===== src/rtl/turn_switch_n.sv =====
// N-player chess-clock turn arbiter: one-hot timer enable, pause/resume, sticky game-over.
// Optional move counter is built when TURN_SWITCH_MOVE_COUNT_EN is defined.
module turn_switch_n #(
  parameter int unsigned NUM_PLAYERS  = 2,
  parameter int unsigned FIRST_PLAYER = 0,
  parameter int unsigned MOVE_W       = 10,
  localparam int unsigned IDX_W       = (NUM_PLAYERS > 1) ? $clog2(NUM_PLAYERS) : 1
) (
  input  logic                   CLK,
  input  logic                   CLR,
  input  logic                   CE,
  input  logic                   START,
  input  logic                   STOP,
  input  logic                   END,
  input  logic [NUM_PLAYERS-1:0] PRESS,
  output logic [NUM_PLAYERS-1:0] ENABLE,
  output logic [IDX_W-1:0]       ACTIVE,
  output logic                   TURN_CHG,
  output logic                   OVER,
  output logic [IDX_W-1:0]       LOSER,
  output logic [MOVE_W-1:0]      MOVES
);

  localparam logic [IDX_W-1:0] FirstIdx = IDX_W'(FIRST_PLAYER);
  localparam logic [IDX_W-1:0] LastIdx  = IDX_W'(NUM_PLAYERS - 1);

  typedef enum logic [1:0] {StIdle, StRun, StPause, StDone} state_e;

  state_e                 state_q;
  logic [NUM_PLAYERS-1:0] press_q;
  logic [NUM_PLAYERS-1:0] pe;
  logic [NUM_PLAYERS-1:0] enable_q;
  logic [IDX_W-1:0]       active_q;
  logic [IDX_W-1:0]       active_nxt;
  logic [IDX_W-1:0]       loser_q;
  logic                   turn_chg_q;
  logic                   over_q;
  logic                   accept;

  function automatic logic [NUM_PLAYERS-1:0] onehot(input logic [IDX_W-1:0] idx);
    return NUM_PLAYERS'(1) << idx;
  endfunction

  assign pe         = PRESS & ~press_q;
  // END and STOP both outrank a press in the same cycle.
  assign accept     = CE && (state_q == StRun) && !END && !STOP && (|(pe & onehot(active_q)));
  assign active_nxt = (active_q == LastIdx) ? '0 : active_q + IDX_W'(1);

  always_ff @(posedge CLK or posedge CLR) begin
    if (CLR) begin
      state_q    <= StIdle;
      press_q    <= '0;
      enable_q   <= '0;
      active_q   <= FirstIdx;
      turn_chg_q <= 1'b0;
      over_q     <= 1'b0;
      loser_q    <= '0;
    end else begin
      // Single-cycle pulse; clears even when CE is low.
      turn_chg_q <= accept;
      if (CE) begin
        press_q <= PRESS;
        unique case (state_q)
          StIdle: begin
            if (START && !STOP && !END) begin
              state_q  <= StRun;
              enable_q <= onehot(active_q);
            end
          end
          StRun: begin
            if (END) begin
              state_q  <= StDone;
              enable_q <= '0;
              over_q   <= 1'b1;
              loser_q  <= active_q;
            end else if (STOP) begin
              state_q  <= StPause;
              enable_q <= '0;
            end else if (accept) begin
              active_q <= active_nxt;
              enable_q <= onehot(active_nxt);
            end
          end
          StPause: begin
            if (END) begin
              state_q <= StDone;
              over_q  <= 1'b1;
              loser_q <= active_q;
            end else if (!STOP) begin
              state_q  <= StRun;
              enable_q <= onehot(active_q);
            end
          end
          StDone: begin
          end
          default: begin
          end
        endcase
      end
    end
  end

  assign ENABLE   = enable_q;
  assign ACTIVE   = active_q;
  assign TURN_CHG = turn_chg_q;
  assign OVER     = over_q;
  assign LOSER    = loser_q;

`ifdef TURN_SWITCH_MOVE_COUNT_EN
  logic [MOVE_W-1:0] moves_q;

  always_ff @(posedge CLK or posedge CLR) begin
    if (CLR) begin
      moves_q <= '0;
    end else if (accept && (moves_q != '1)) begin
      moves_q <= moves_q + MOVE_W'(1);
    end
  end

  assign MOVES = moves_q;
`else
  assign MOVES = '0;
`endif

endmodule


===== config.mk =====
export PLATFORM = sky130hd
export DESIGN_NAME = turn_switch_n
export DESIGN_NICKNAME = d
export VERILOG_FILES = /design/src/rtl/turn_switch_n.sv
export SDC_FILE = /design/constraint.sdc
export NUM_CORES = 1
export LEC_CHECK = 0
export CORE_UTILIZATION = 30
export DETAILED_ROUTE_END_ITERATION = 8
export PLACE_DENSITY_LB_ADDON = 0.15
export SYNTH_ARGS = -nofsm -noshare
export SYNTH_HDL_FRONTEND = slang
export SYNTH_SLANG_ARGS = --single-unit
export TNS_END_PERCENT = 5

===== constraint.sdc =====
create_clock -name CLK -period 1.7 [get_ports CLK]
set_input_delay 0.34 -clock CLK [delete_from_list [all_inputs] [get_ports CLK]]
set_output_delay 0.34 -clock CLK [all_outputs]
set_load 0.01 [all_outputs]

==> results.toml <==
[logic_synthesis]
synth_area_leader_cell = "dfrtp_1"
synth_cells = 61
synth_area_leaders = "dfrtp_1, buf_4, ha_1, mux2i_1, mux2_1"
synth_warnings = 0
ys_seq_area_share_pct = 38.8
synth_top_area_share_pct = 38.8
ys.flop_type = "dfrtp_1"
syn_area_um2 = 644
ys_types = 27
synth_edf_count = 0
async_flop_share_pct = 100
syn_avg_cell_area_um2 = 10.6
ys_seq_elements = 10
synthTopCellsByCount = "buf_4, dfrtp_1, inv_1, ha_1"

[floorplanning]
die-area_mm2 = 0.00234
core_mm2 = 0.00198
start_util_pct = 32.5
fp.dieH_um = 48.3
die_width_um = 48.3
num_rows = 16
io_pins = 24

[status]
status = "complete, no violations"

[grt]
grt_max_degree = 11
grt_pass1_vias = 475
gr-total-overflow = 0
grt_pass1_wl_um = 2130
grt_antenna_before_repair = 0
track_usage_pct = 12.5

[clocking]
clock_sinks = 10
clk_latency_ns = 0.27
h-tree-depth = 1
cts_buffers = 3
cts_tree = "done"
clk_path_buf_depth = 2
path_clk_slew_ns = 0.08
post_cts_buffers = 0
cts_root_buf = "clkbuf_4"

[route]
vias_per_cell = 4.36
routed.top_layer = "met4"
routed_wl_um = 1320
route.detailed.drc = 0
ant_nets = 0
drt-pass1-iter-count = 4
wl_met1_um = 587
routedWlPerCell_um = 12.0
wl_met3_um = 80
drt_iter0_drc = 9
num_vias = 480
wl_met2_um = 601

[timing]
fin_crit_ns = 1.65
hold_viol = 0
drv_slew = 0
fin_crit_sh_pct = 96.9
rsz0062_at_grt = "yes"
whs_ns = 0.340
tns_ns = 0
worst_clock_skew_ns = 0.00827
setup_violations = 0
fmax_ghz = 0.607

[pwr]
switching_share_pct = 35.2
seq_power_share_pct = 27.4
internal-power_mw = 0.855
switchingPower_mw = 0.465
powerDensity_mw_per_mm2 = 1520
pwr-share-clk_pct = 16.6
combPwrFrac_pct = 56.0
leakage_nw = 0.413
total_power_mw = 1.32
ir_drop_mv = 0.736

[layout]
finalInstanceArea_um2 = 867
antenna_cells = 0
drive_gt1_share_pct = 28.9
fillers = 203
finalCoreUtilization_pct = 43.8
fin_nets = 96
syn_to_final_growth_pct = 34.6

[flow_run]
max-cap-violations = 0

[critical_path]
cp-startpoint = "state_q[0]"
path_class = "reg -> reg"
reg2reg_from = "state_q[0]"
cp-end-kind = "flop"
cp.required_ns = 1.86
cp_max_fo = 3
worst_ep_arrival_time_ns = 1.81
start_kind = "flop"

[placement]
place_congestion = 0.809
port_buffers = 13
place_area_um2 = 808
hpwl_um = 978

[min_path]
holdCritPathClass = "in -> async"
==> layer usage <==
metal | vias up | global-route usage (%)
met5 | - | 0
met4 | 0 | 7.84
met3 | 6 | 5.66
met2 | 23 | 19.0
met1 | 220 | 14.2
li1 | 231 | -
==> critical path: stages (launching register included) <==
cell	delay, ns
dfrtp_1	0.42
inv_2	0.09
ha_2	0.19
and2b_1	0.18
a31o_1	0.22
o2111ai_2	0.11
mux2_4	0.33
==> sequential cells by signal, indices dropped and copies added (netlist names) <==
name / count
press_q: 2
OVER: 1
ACTIVE: 1
state_q: 2
TURN_CHG: 1
ENABLE: 2
LOSER: 1
==> path summary, 6_finish.rpt <==
path / to / slack [ns] / cells past startpoint
worst max-delay path: ENABLE[1] / 0.05 / 6
worst min-delay path: LOSER / 0.34 / 2
worst max register to register: ENABLE[1] / 0.05 / 6
worst min register to register: OVER / 0.47 / 1
max in group asynchronous: press_q[1] / 1.08 / 2
min in group CLK: OVER / 0.47 / 1
==> metrics by stage <==
step / setup WS, ns / cells
3_3_place_gp: -0.0777 / 106
4_1_cts: 0.0106 / 110
3_5_place_dp: -0.106 / 106
5_1_grt: -0.00313 / 110
6_report: 0.0528 / 110
2_1_floorplan: 0.168 / 70
==> cells by family after synthesis <==
kind of cell,Yosys count,share of synthesized area [%]
multiplexers,8,14.0
buffers and inverters,17,17.1
adder cells (fa/ha/maj),4,7.77
AO/OA/AOI/OAI,9,11.5
XOR/XNOR,1,1.36
AND/OR/NAND/NOR,11,8.93
other,1,0.582
flip-flops,10,38.8
==> power by group through the flow <==
stage | clock [mW] | sequential [mW] | combinational (mW)
5_1_grt | 0.237 | 0.372 | 0.802
2_1_floorplan | 0 | 0.378 | 0.403
3_5_place_dp | 0 | 0.362 | 0.654
6_report | 0.219 | 0.362 | 0.739
4_1_cts | 0.226 | 0.360 | 0.667
3_3_place_gp | 0 | 0.364 | 0.645
==> placed cells by master (no fill, tap or decap) <==
cell type | Yosys | layout
mux2_2 | 2 | 2
nor3b_1 | 1 | 1
ha_2 | 0 | 1
o2111ai_2 | 1 | 1
nor2_1 | 2 | 2
buf_4 | 10 | 7
ha_1 | 4 | 3
inv_1 | 5 | 4
and2b_1 | 1 | 1
mux2i_1 | 3 | 2
a21oi_1 | 1 | 1
nand2_1 | 3 | 3
clkinvlp_2 | 1 | 1
o221a_4 | 0 | 1
a32o_2 | 1 | 1
mux2i_2 | 0 | 1
nand2b_1 | 1 | 1
nor2_2 | 1 | 1
xor2_1 | 1 | 1
dfrtp_1 | 10 | 10
conb_1 | 1 | 10
and3_1 | 1 | 1
a211oi_1 | 1 | 1
clkbuf_8 | 0 | 1
a31o_1 | 1 | 1
inv_2 | 0 | 1
mux2_4 | 1 | 3
o21ai_0 | 3 | 3
clkdlybuf4s50_1 | 0 | 13
clkbuf_4 | 0 | 3
nand3_1 | 1 | 1
==> area by class of cell <==
class / instances / area (µm²) / share of cell area [%]
Inverter: 6 / 23.8 / 2.74
Tap cell: 27 / 33.8 / 3.90
Clock buffer: 4 / 36.3 / 4.18
Sequential cell: 10 / 250 / 28.9
Timing Repair Buffer: 20 / 183 / 21.1
Multi-Input combinational cell: 43 / 340 / 39.2
==> timing repair <==
action,in CTS,in global routing
gates resized for setup,0,6
setup endpoints to repair,0,3
hold buffers,0,0
Note: power is estimated with default switching activity, not from simulation.
